[src/rtl/fifo_burst_pkg.sv]
// Shared types for the FIFO burst reader.
// Contents: rd_state_t, the reader FSM state encoding (also exported on the state port).
package fifo_burst_pkg;

  typedef enum logic [1:0] {
    S_IDLE  = 2'd0,
    S_BURST = 2'd1,
    S_DRAIN = 2'd2,
    S_GAP   = 2'd3
  } rd_state_t;

endpackage

[src/rtl/fifo_burst_reader_if.sv]
// Master write-data channel (valid/ready) carrying burst beats.
// Signals: maxi_data (beat payload), maxi_valid, maxi_ready, maxi_last (final beat of burst).
// Modports: master drives data/valid/last and samples ready; slave is the mirror.
interface fifo_burst_reader_if #(
  parameter int unsigned DATA_W = 64
);
  logic [DATA_W-1:0] maxi_data;
  logic              maxi_valid;
  logic              maxi_ready;
  logic              maxi_last;

  modport master (output maxi_data, output maxi_valid, output maxi_last, input maxi_ready);
  modport slave  (input maxi_data, input maxi_valid, input maxi_last, output maxi_ready);
endinterface

[src/rtl/fifo_burst_reader_skid.sv]
// Two-entry registered valid/ready buffer.
// Ports: clk, reset (sync, active-high), push/push_data (write side, caller gates on full),
//        out_valid/out_data/out_ready (registered read side), full (registered: both entries held).
// A pushed word reaches out_data on the next cycle when the output slot is free or draining.
module burst_skid_buf #(
  parameter int unsigned W = 65
) (
  input  logic         clk,
  input  logic         reset,
  input  logic         push,
  input  logic [W-1:0] push_data,
  output logic         out_valid,
  output logic [W-1:0] out_data,
  input  logic         out_ready,
  output logic         full
);
  logic [W-1:0] sk_data;
  logic         pop;

  assign pop = out_valid && out_ready;

  // Output register plus one overflow slot; full mirrors the overflow slot's occupancy.
  always_ff @(posedge clk) begin
    if (reset) begin
      out_valid <= 1'b0;
      out_data  <= '0;
      sk_data   <= '0;
      full      <= 1'b0;
    end else if (!out_valid || pop) begin
      if (full) begin
        out_data  <= sk_data;
        out_valid <= 1'b1;
        if (push) sk_data <= push_data;
        else      full    <= 1'b0;
      end else if (push) begin
        out_data  <= push_data;
        out_valid <= 1'b1;
      end else begin
        out_valid <= 1'b0;
      end
    end else if (push) begin
      sk_data <= push_data;
      full    <= 1'b1;
    end
  end
endmodule

[src/rtl/fifo_burst_reader.sv]
// Burst reader: pops BURST_LEN-word bursts from an FWFT FIFO into a skid stage feeding
// a valid/ready master channel, with last marking, underrun flag and burst statistics.
// Ports: read_clk, reset (sync, active-high); fifo_data/fifo_empty/rd_en (FWFT FIFO, rd_en
//        combinational); burst_ready (level, a full burst is buffered); maxi (master channel);
//        state, read_cnt, wait_cnt, burst_cnt, underrun (status).
module fifo_burst_reader
  import fifo_burst_pkg::*;
#(
  parameter int unsigned LANES      = 4,
  parameter int unsigned LANE_W     = 16,
  parameter int unsigned BURST_LEN  = 256,
  parameter int unsigned GAP_CYCLES = 1,
  parameter int unsigned WAIT_W     = 16
) (
  input  logic                           read_clk,
  input  logic                           reset,
  input  logic [LANES*LANE_W-1:0]        fifo_data,
  input  logic                           fifo_empty,
  output logic                           rd_en,
  input  logic                           burst_ready,
  fifo_burst_reader_if.master            maxi,
  output logic [1:0]                     state,
  output logic [$clog2(BURST_LEN+1)-1:0] read_cnt,
  output logic [WAIT_W-1:0]              wait_cnt,
  output logic [15:0]                    burst_cnt,
  output logic                           underrun
);
  localparam int unsigned DATA_W = LANES * LANE_W;
  localparam int unsigned CNT_W  = $clog2(BURST_LEN + 1);
  localparam int unsigned GAP_W  = (GAP_CYCLES > 1) ? $clog2(GAP_CYCLES) : 1;

  rd_state_t          state_q, state_d;
  logic [CNT_W-1:0]   issue_cnt;
  logic [GAP_W-1:0]   gap_cnt;
  logic               last_tag;
  logic               skid_valid, skid_full;
  logic [DATA_W:0]    skid_data;
  logic               beat_acc, last_acc, start;

  assign last_tag = (issue_cnt == CNT_W'(BURST_LEN - 1));
  assign beat_acc = skid_valid && maxi.maxi_ready;
  assign last_acc = beat_acc && skid_data[DATA_W];
  assign start    = (state_q == S_IDLE) && burst_ready;
  assign state    = state_q;

  // State register
  always_ff @(posedge read_clk) begin
    if (reset) state_q <= S_IDLE;
    else       state_q <= state_d;
  end

  // Next-state logic
  always_comb begin
    state_d = state_q;
    case (state_q)
      S_IDLE:  if (burst_ready) state_d = S_BURST;
      S_BURST: if (rd_en && last_tag) state_d = S_DRAIN;
      S_DRAIN: if (last_acc) state_d = (GAP_CYCLES == 0) ? S_IDLE : S_GAP;
      S_GAP:   if (gap_cnt == GAP_W'(GAP_CYCLES - 1)) state_d = S_IDLE;
      default: state_d = S_IDLE;
    endcase
  end

  // Pop strobe: only while bursting, with data present, words outstanding and skid room
  always_comb begin
    rd_en = 1'b0;
    if (state_q == S_BURST)
      rd_en = !fifo_empty && (issue_cnt < CNT_W'(BURST_LEN)) && !skid_full;
  end

  // Burst counters, idle wait counter and sticky underrun
  always_ff @(posedge read_clk) begin
    if (reset) begin
      issue_cnt <= '0;
      read_cnt  <= '0;
      wait_cnt  <= '0;
      burst_cnt <= '0;
      gap_cnt   <= '0;
      underrun  <= 1'b0;
    end else begin
      if (start) begin
        issue_cnt <= '0;
        read_cnt  <= '0;
        wait_cnt  <= '0;
      end else begin
        if ((state_q == S_IDLE) && (wait_cnt != {WAIT_W{1'b1}}))
          wait_cnt <= wait_cnt + WAIT_W'(1);
        if (rd_en)    issue_cnt <= issue_cnt + CNT_W'(1);
        if (beat_acc) read_cnt  <= read_cnt + CNT_W'(1);
      end
      if (last_acc) burst_cnt <= burst_cnt + 16'd1;
      if (state_q == S_GAP) gap_cnt <= gap_cnt + GAP_W'(1);
      else                  gap_cnt <= '0;
      if ((state_q == S_BURST) && fifo_empty && (issue_cnt < CNT_W'(BURST_LEN)))
        underrun <= 1'b1;
    end
  end

  // Last tag rides alongside its data word through the skid
  burst_skid_buf #(.W(DATA_W + 1)) u_skid (
    .clk       (read_clk),
    .reset     (reset),
    .push      (rd_en),
    .push_data ({last_tag, fifo_data}),
    .out_valid (skid_valid),
    .out_data  (skid_data),
    .out_ready (maxi.maxi_ready),
    .full      (skid_full)
  );

  assign maxi.maxi_valid = skid_valid;
  assign maxi.maxi_data  = skid_data[DATA_W-1:0];
  assign maxi.maxi_last  = skid_data[DATA_W];
endmodule

[src/flat_wrapper.sv]
// flat-port wrapper written by rule: the top's interface ports become plain ports
module fifo_burst_reader_flat import fifo_burst_pkg::*;
#(
  parameter int unsigned LANES      = 4,
  parameter int unsigned LANE_W     = 16,
  parameter int unsigned BURST_LEN  = 256,
  parameter int unsigned GAP_CYCLES = 1,
  parameter int unsigned WAIT_W     = 16
)
  (read_clk, reset, fifo_data, fifo_empty, rd_en, burst_ready, state, read_cnt, wait_cnt, burst_cnt, underrun, maxi_maxi_data, maxi_maxi_valid, maxi_maxi_last, maxi_maxi_ready);
  fifo_burst_reader_if #(.DATA_W(64)) maxi_i ();
  input  logic read_clk;
  input  logic reset;
  input  logic [LANES*LANE_W-1:0] fifo_data;
  input  logic fifo_empty;
  output logic rd_en;
  input  logic burst_ready;
  output logic [1:0] state;
  output logic [$clog2(BURST_LEN+1)-1:0] read_cnt;
  output logic [WAIT_W-1:0] wait_cnt;
  output logic [15:0] burst_cnt;
  output logic underrun;
  output wire logic [$bits(maxi_i.maxi_data)-1:0] maxi_maxi_data;
  output wire logic [$bits(maxi_i.maxi_valid)-1:0] maxi_maxi_valid;
  output wire logic [$bits(maxi_i.maxi_last)-1:0] maxi_maxi_last;
  input wire logic [$bits(maxi_i.maxi_ready)-1:0] maxi_maxi_ready;
  assign maxi_maxi_data = maxi_i.maxi_data;
  assign maxi_maxi_valid = maxi_i.maxi_valid;
  assign maxi_maxi_last = maxi_i.maxi_last;
  assign maxi_i.maxi_ready = maxi_maxi_ready;
  fifo_burst_reader #(.LANES(LANES), .LANE_W(LANE_W), .BURST_LEN(BURST_LEN), .GAP_CYCLES(GAP_CYCLES), .WAIT_W(WAIT_W)) u_core (.read_clk(read_clk), .reset(reset), .fifo_data(fifo_data), .fifo_empty(fifo_empty), .rd_en(rd_en), .burst_ready(burst_ready), .maxi(maxi_i), .state(state), .read_cnt(read_cnt), .wait_cnt(wait_cnt), .burst_cnt(burst_cnt), .underrun(underrun));
endmodule
[config.mk]
export PLATFORM = sky130hd
export DESIGN_NAME = fifo_burst_reader_flat
export DESIGN_NICKNAME = d
export VERILOG_FILES = /design/src/rtl/fifo_burst_pkg.sv /design/src/rtl/fifo_burst_reader_if.sv /design/src/rtl/fifo_burst_reader_skid.sv /design/src/rtl/fifo_burst_reader.sv /design/src/flat_wrapper.sv
export SDC_FILE = /design/constraint.sdc
export NUM_CORES = 1
export LEC_CHECK = 0
export ABC_AREA = 1
export BUFFER_PORTS_ARGS = -buffer_cell sky130_fd_sc_hd__buf_2
export CAP_MARGIN = 20
export CORE_ASPECT_RATIO = 1.25
export CORE_MARGIN = 8
export CORE_UTILIZATION = 33
export CTS_BUF_LIST = sky130_fd_sc_hd__clkbuf_4 sky130_fd_sc_hd__clkbuf_8 sky130_fd_sc_hd__clkbuf_16
export DETAILED_ROUTE_END_ITERATION = 6
export GPL_TIMING_DRIVEN = 0
export HOLD_SLACK_MARGIN = 0.02
export SETUP_SLACK_MARGIN = 0.4
export SLEW_MARGIN = 30
export SYNTH_ARGS = -nofsm -noshare
export SYNTH_HDL_FRONTEND = slang
export SYNTH_SLANG_ARGS = --single-unit
[constraint.sdc]
create_clock -name read_clk -period 1.7 [get_ports read_clk]
set_input_delay 0 -clock read_clk [delete_from_list [all_inputs] [get_ports read_clk]]
set_output_delay 0 -clock read_clk [all_outputs]
set_load 0.05 [all_outputs]
======== Word-level counts from Yosys, hierarchy flattened ========
Cells that the tools add are included.
storage, ports and cells
  flip-flop bits (word level) ............. 186
  bits in latches ......................... 0
  bits in writable memories ............... 0
  ROM bits ................................ 0
  input bits .............................. 69
  word-level logic and storage cells ...... 64
  memories ................................ 0
cells by class
  add/subtract/negate cells ............... 5
  multipliers ............................. 0
  div/mod/pow operators ................... 0
  order comparisons ....................... 1
  eq/ne operators ......................... 10
  shifts and indexed selects .............. 0
  mux-type cells .......................... 16
  bitwise logic cells ..................... 1
  reduce and logical (&&, ||, !) cells .... 20
operators by type and width
  kind                     count
  $mux W65                 5
  $add A16 B1 Y16 const B  2
  $add A9 B1 Y9 const B    2
  $ne A16 B16 Y1 const B   1
  $eq A9 B8 Y1 const B     1
  $logic_and A1 B1 Y1      9
  $lt A9 B9 Y1 const B     1
  $mux W2                  4
  $pmux W2 S4              1
  $mux W1                  6
  $ne A2 B2 Y1 const B     3
  $eq A2 B2 Y1 const B     2
  $ne A2 B1 Y1 const B     2
  $reduce_and A4 Y1        1
  $reduce_bool A2 Y1       2
  $reduce_or A2 Y1         2
  $logic_not A1 Y1         3
  $eq A2 B1 Y1 const B     1
  $logic_not A2 Y1         1
  $reduce_and A2 Y1        1
  $add A1 B1 Y1 const B    1
  $logic_or A1 B1 Y1       1
  $not A1 Y1               1

======== Longest topological paths before layout ========
  depth after elaboration ................. 7
  mapped depth ............................ 12
  depth with buffers taken out ............ 11

======== Hierarchy ========
A second synthesis with hierarchy kept.
second synthesis, totals
  cell total of the unflattened synthesis .. 1408
  area total of the unflattened synthesis .. 9257.6 µm²
by module, submodules not included
  module             times used  cells each  area an instance (µm²)  seq. area each (µm²)
  burst_skid_buf     1           994         6424.9                  2642.5
  fifo_burst_reader  1           414         2832.7                  1081.0

======== Worst setup path after synthesis ========
No wires, ideal clock.
  path type ............................... flip-flop to flip-flop
  from .................................... register u_core.state_q[0], in the netlist u_core.state[0]
  to ...................................... register u_core.u_skid.sk_data[56]
  arrival time ............................ 2244 ps
  data required time ...................... 1630 ps
  slack ................................... -614 ps
  stages on the path, launching flop included .. 9
  period minus slack after synthesis ...... 2314 ps
  cell sequence ........................... dfxtp_1 -> ha_1 -> inv_1 -> nor2_1 -> nand2_4 -> inv_4 -> clkbuf_1 -> nand3_1 -> a21oi_1
on the way
  cells in the longest elaborated chain, start to end .. 5
RTL lines
  what                    line                          RTL
  from (decl)             fifo_burst_reader.sv:32       rd_state_t state_q, state_d;
  from (signal assigned)  fifo_burst_reader.sv:49       else state_q <= state_d;
  $eq A2 B1 Y1 (*)        fifo_burst_reader.sv:67       if (state_q == S_BURST)
  $mux W1 (*)             fifo_burst_reader.sv:67
  via rd_en               flat_wrapper.sv:16            output logic rd_en;
  $mux W65 (*)            -
  $mux W65                -
  $mux W65 (*)            -
  to (signal assigned)    fifo_burst_reader_skid.sv:33  if (push) sk_data <= push_data;
  to (signal assigned)    fifo_burst_reader_skid.sv:42  sk_data <= push_data;
  to (decl)               fifo_burst_reader_skid.sv:17  logic [W-1:0] sk_data;
The timed path passes the listed nets; every way through them passes the cells marked *. The select of a mux whose other input is x is not followed.
A chain may end at the register's enable or synchronous reset.

======== Worst setup path after layout ========
  from .................................... register u_core.state_q[1], in the netlist u_core.state[1]
  to ...................................... register u_core.u_skid.out_data[32]
on the way
  cells in the longest elaborated chain, start to end .. 4
RTL lines
  what                                 line                          RTL
  $eq A2 B1 Y1                         fifo_burst_reader.sv:67
  $mux W1                              fifo_burst_reader.sv:67
  $reduce_bool A2 Y1 (no source line)  -
  $reduce_and A2 Y1 (no source line)   -
  to (signal assigned)                 fifo_burst_reader_skid.sv:31  out_data <= sk_data;
  to (signal assigned)                 fifo_burst_reader_skid.sv:36  out_data <= push_data;
  to (decl)                            fifo_burst_reader_skid.sv:13  output logic [W-1:0] out_data,
Every way passes these cells.

==> summary.md <==
| Metric | Value |
|---|---|
| Status | finished, violations left |
| Failing checks | setup timing |
| Avg Vias per Cell | around 5 |
| Mapped Cells | 1001 |
| Dpl cell area | ~0.0094 sq mm |
| Relative slew margins | 0.471 |
| Worst Clk Skew | 0.0131 ns |
| Mapped Avg Cell Area | 7.94 sq um |
| Initial core utilization | 0.335 |
| Wire per inst | 16.5 um |
| Fmax | about 0.57 GHz |
| RePlAce Congestion | ~0.8 |
| Core Box Area | ~0.024 sq mm |
| Post-synth top area cell | dfxtp_1 |
| Tightest Pin Transition | 0.794 ns |
| # rows | 63 |
| Area contributors post-synth | dfxtp_1, a21oi_1, mux2i_1, nand2_1, nand3_1 |
| Max-cap violation count | 0 |
| Post-synth ARST share | 0 |
| Mapped cell area | ~0.0079 sq mm |
| Die Area | between 0.02 and 0.03 sq mm |
| Total power | between 0.015 and 0.02 W |
| CP most frequent cell | nor2_4 |
| CTS Sinks | roughly 190 |
| Cell Chain, Critical Path | inv_4, ha_4, inv_2, nor2_4, nand2_4, inv_6, nor2_4, nor2_4, buf_6, buf_16, clkbuf_16, o21ai_1, a21oi_2 |
| Final Cell Area | ~0.013 sq mm |
| Crit-path max FO | 7 |
| Post-synth EDFFs | 0 |
| Final Max Slew Viols | 0 |
| Post-synth cell types | 32 |
| Synthesis-stage register bit count | between 150 and 200 |
| Crit share post-route | 1.03 |
| Core Util, Final | 0.567 |
| HP Class | in2reg |
| Max clock buf depth | 2 |
| Clock Latency Late Sink | 0.42 ns |
| Layout cells sized above 1 | 0.472 |
| Syn. warnings | 0 |
| Crit path required time | about 2.0 ns |
| Overall routed net length | approximately 28 mm |
| Hold path depth | 4 |
| Port bufs | 179 |
| Top cells by count, synth | dfxtp_1, a21oi_1, nand2_1 |
| Routed Antenna Nets | 0 |
| Slowest-stage cell, CP | dfxtp_4 |
| # placed instances | between 1500 and 2000 |
| Largest net degree at the start of global routing | 19 |
| Synthesis-to-layout area growth | 69.4% |
| DRC violations left | 0 |
| 1st-iter DRT viols | 308 |
| Setup violations, final | 9 |
| I/O pin count | 180 |
| Slowest stage delay, CP | about 0.36 ns |
| Setup ws final | -0.0533 ns |
| Dpl ws | -0.230 ns |
| Crit end category | register |
| First-pass GRT wire length | 43.1 mm |
| Fin. Hold Viols | 0 |
| Post-route insts no fill | 1700 |
| Grt ovf | 0 |
| Drt first pass iters | 5 |
| Crit Path Class | reg2reg |
| R2R Setup Slk | -0.05 ns |
| Post-synthesis sequential area ratio | 0.469 |
| Routed vias | 8332 |
| Fin crit period | 1.75 ns |
| FF-to-FF End | u_core.u_skid.out_data[32] |
| Clock-pin slew on the worst setup and hold paths | roughly 0.080 ns |
| Total CTS buffers | 17 |
| Startpoint types | register |
| Post-synth top area share | 0.469 |
| Ys flop type | dfxtp_1 |
| R2R depth | 13 |
| R2R Path Start | u_core.state[1] |
| Post-Syn Nets | 1080 |
| Gr usage total | 0.181 |
| HPWL Detailed | around 17 mm |
| Final #Nets | between 1000 and 1500 |
| PwrDens | between 1000 and 1500 mW/mm^2 |
| Vert. Die Dim | about 190 um |
| Min-delay src | maxi_maxi_ready |
| H-tree levels | 4 |
| Arr. time, crit path | around 2 ns |
| VDD IR max | 0.818 mV |
| P_leak | between 5 and 6 nW |
| RSZ-0062 raised after global routing | yes |
| Most numerous cell in the Yosys netlist | dfxtp_1 |
| Hold EP | u_core.read_cnt[1] |
| Clock root cell | clkbuf_16 |
| Vias in the first global route | roughly 8400 |
| Die X | approximately 150 um |
| CTS tree | yes |
| Initial antenna violation count | 1 |
| Fill cell count | 2073 |
-- power by group --
group / leakage (nW) / internal (W) / switching (W) / total (W)
Sequential: 1.52 / 0.00485 / 0.000318 / 0.00516
Clock: 0.279 / 0.00201 / 0.00193 / 0.00393
Combinational: 3.33 / 0.00244 / 0.00375 / 0.00619
Total: 5.13 / 0.00929 / 0.00600 / 0.0153
-- state kept, by name, indices dropped and copies added, names as in the netlist --
name and cells:
u_core.u_skid.sk_data 65, u_core.issue_cnt 9, u_core.u_skid.full 1, u_core.wait_cnt 16, u_core.gap_cnt 1, u_core.burst_cnt 16
u_core.underrun 1, u_core.state 2, u_core.read_cnt 9, u_core.u_skid.out_valid 1, u_core.u_skid.out_data 65
-- repair_timing --
action | in CTS | in global routing
setup endpoints to repair | 184 | 184
hold buffers | 67 | 1
gates cloned | 22 | 3
resized for setup | 317 | 191
buffers inserted | 52 | 17
hold endpoints to repair | 134 | 1
pin swaps | 72 | 44
-- placed cells by master, fill, tap and decap left out, types with 27 or more instances in the layout --
master	n
buf_2	184
dfxtp_1	159
nand2_1	90
a21oi_2	87
a21oi_1	77
dlygate4sd3_1	68
mux2i_1	64
nand3_1	52
nor2_1	49
inv_1	48
nand2_4	39
buf_6	38
buf_4	38
o21ai_0	37
nand2_2	34
nand3_2	33
o21ai_1	32
clkbuf_16	27
-- cells by family (layout without fill, tap and decap cells) --
family / after synthesis / in the layout / share of synthesized area
XOR/XNOR: 8 / 8 / 0.00882
AO/OA/AOI/OAI: 260 / 260 / 0.166
multiplexers: 64 / 64 / 0.0806
other: 0 / 1 / 0
adder cells (fa/ha/maj): 10 / 10 / 0.0157
flip-flops: 186 / 186 / 0.469
buffers and inverters: 120 / 492 / 0.0672
AND/OR/NAND/NOR: 353 / 354 / 0.193
-- layout make-up --
type | instances | area (sq um) | area share
Antenna cell | 1 | 2.50 | 0.000186
Timing Repair Buffer | 340 | 2810 | 0.208
Sequential cell | 186 | 3770 | 0.280
Buffer | 63 | 687 | 0.0510
Inverter | 57 | 231 | 0.0172
Clock buffer | 19 | 447 | 0.0332
Tap cell | 325 | 407 | 0.0302
Multi-Input combinational cell | 696 | 4980 | 0.370
Clock inverter | 13 | 125 | 0.00930
-- per-stage QoR --
stage / hold WS (ns) / TNS (ns)
after floorplan: 0.145 / 0
after global placement: 0.284 / -11.88
after detailed placement: 0.289 / -18.31
after CTS: 0.0313 / -0.347
after global routing: 0.0415 / -3.21
final: 0.0490 / -0.112
-- worst max path at each step --
stage	from	slack (ns)	cells after the start	endpoint
finish	u_core.state[1]	-0.05	13	u_core.u_skid.out_data[32]
global route	u_core.state[1]	-0.11	13	u_core.u_skid.out_data[32]
CTS	u_core.issue_cnt[0]	-0.03	11	u_core.state[1]
detailed placement	reset	-0.23	6	u_core.u_skid.out_data[2]
global placement	u_core.issue_cnt[0]	-0.18	11	u_core.state[1]
floorplan	u_core.issue_cnt[0]	0.07	11	u_core.state[1]
-- layer usage --
metal	vias up	global-route usage	wire length [um]
li1	4122	-	-
met1	3993	0.207	11700
met2	188	0.326	14300
met3	29	0.0429	1450
met4	0	0.0555	501
met5	-	0	0
-- worst max-delay path, delay by kind of cell (launching register included) --
kind                     cells  cell delay (ns)
AO/OA/AOI/OAI                2             0.25
buffers and inverters        6             0.58
AND/OR/NAND/NOR              4             0.30
flip-flops                   1             0.36
adder cells (fa/ha/maj)      1             0.15
Note: power is estimated with default switching activity, not from simulation.
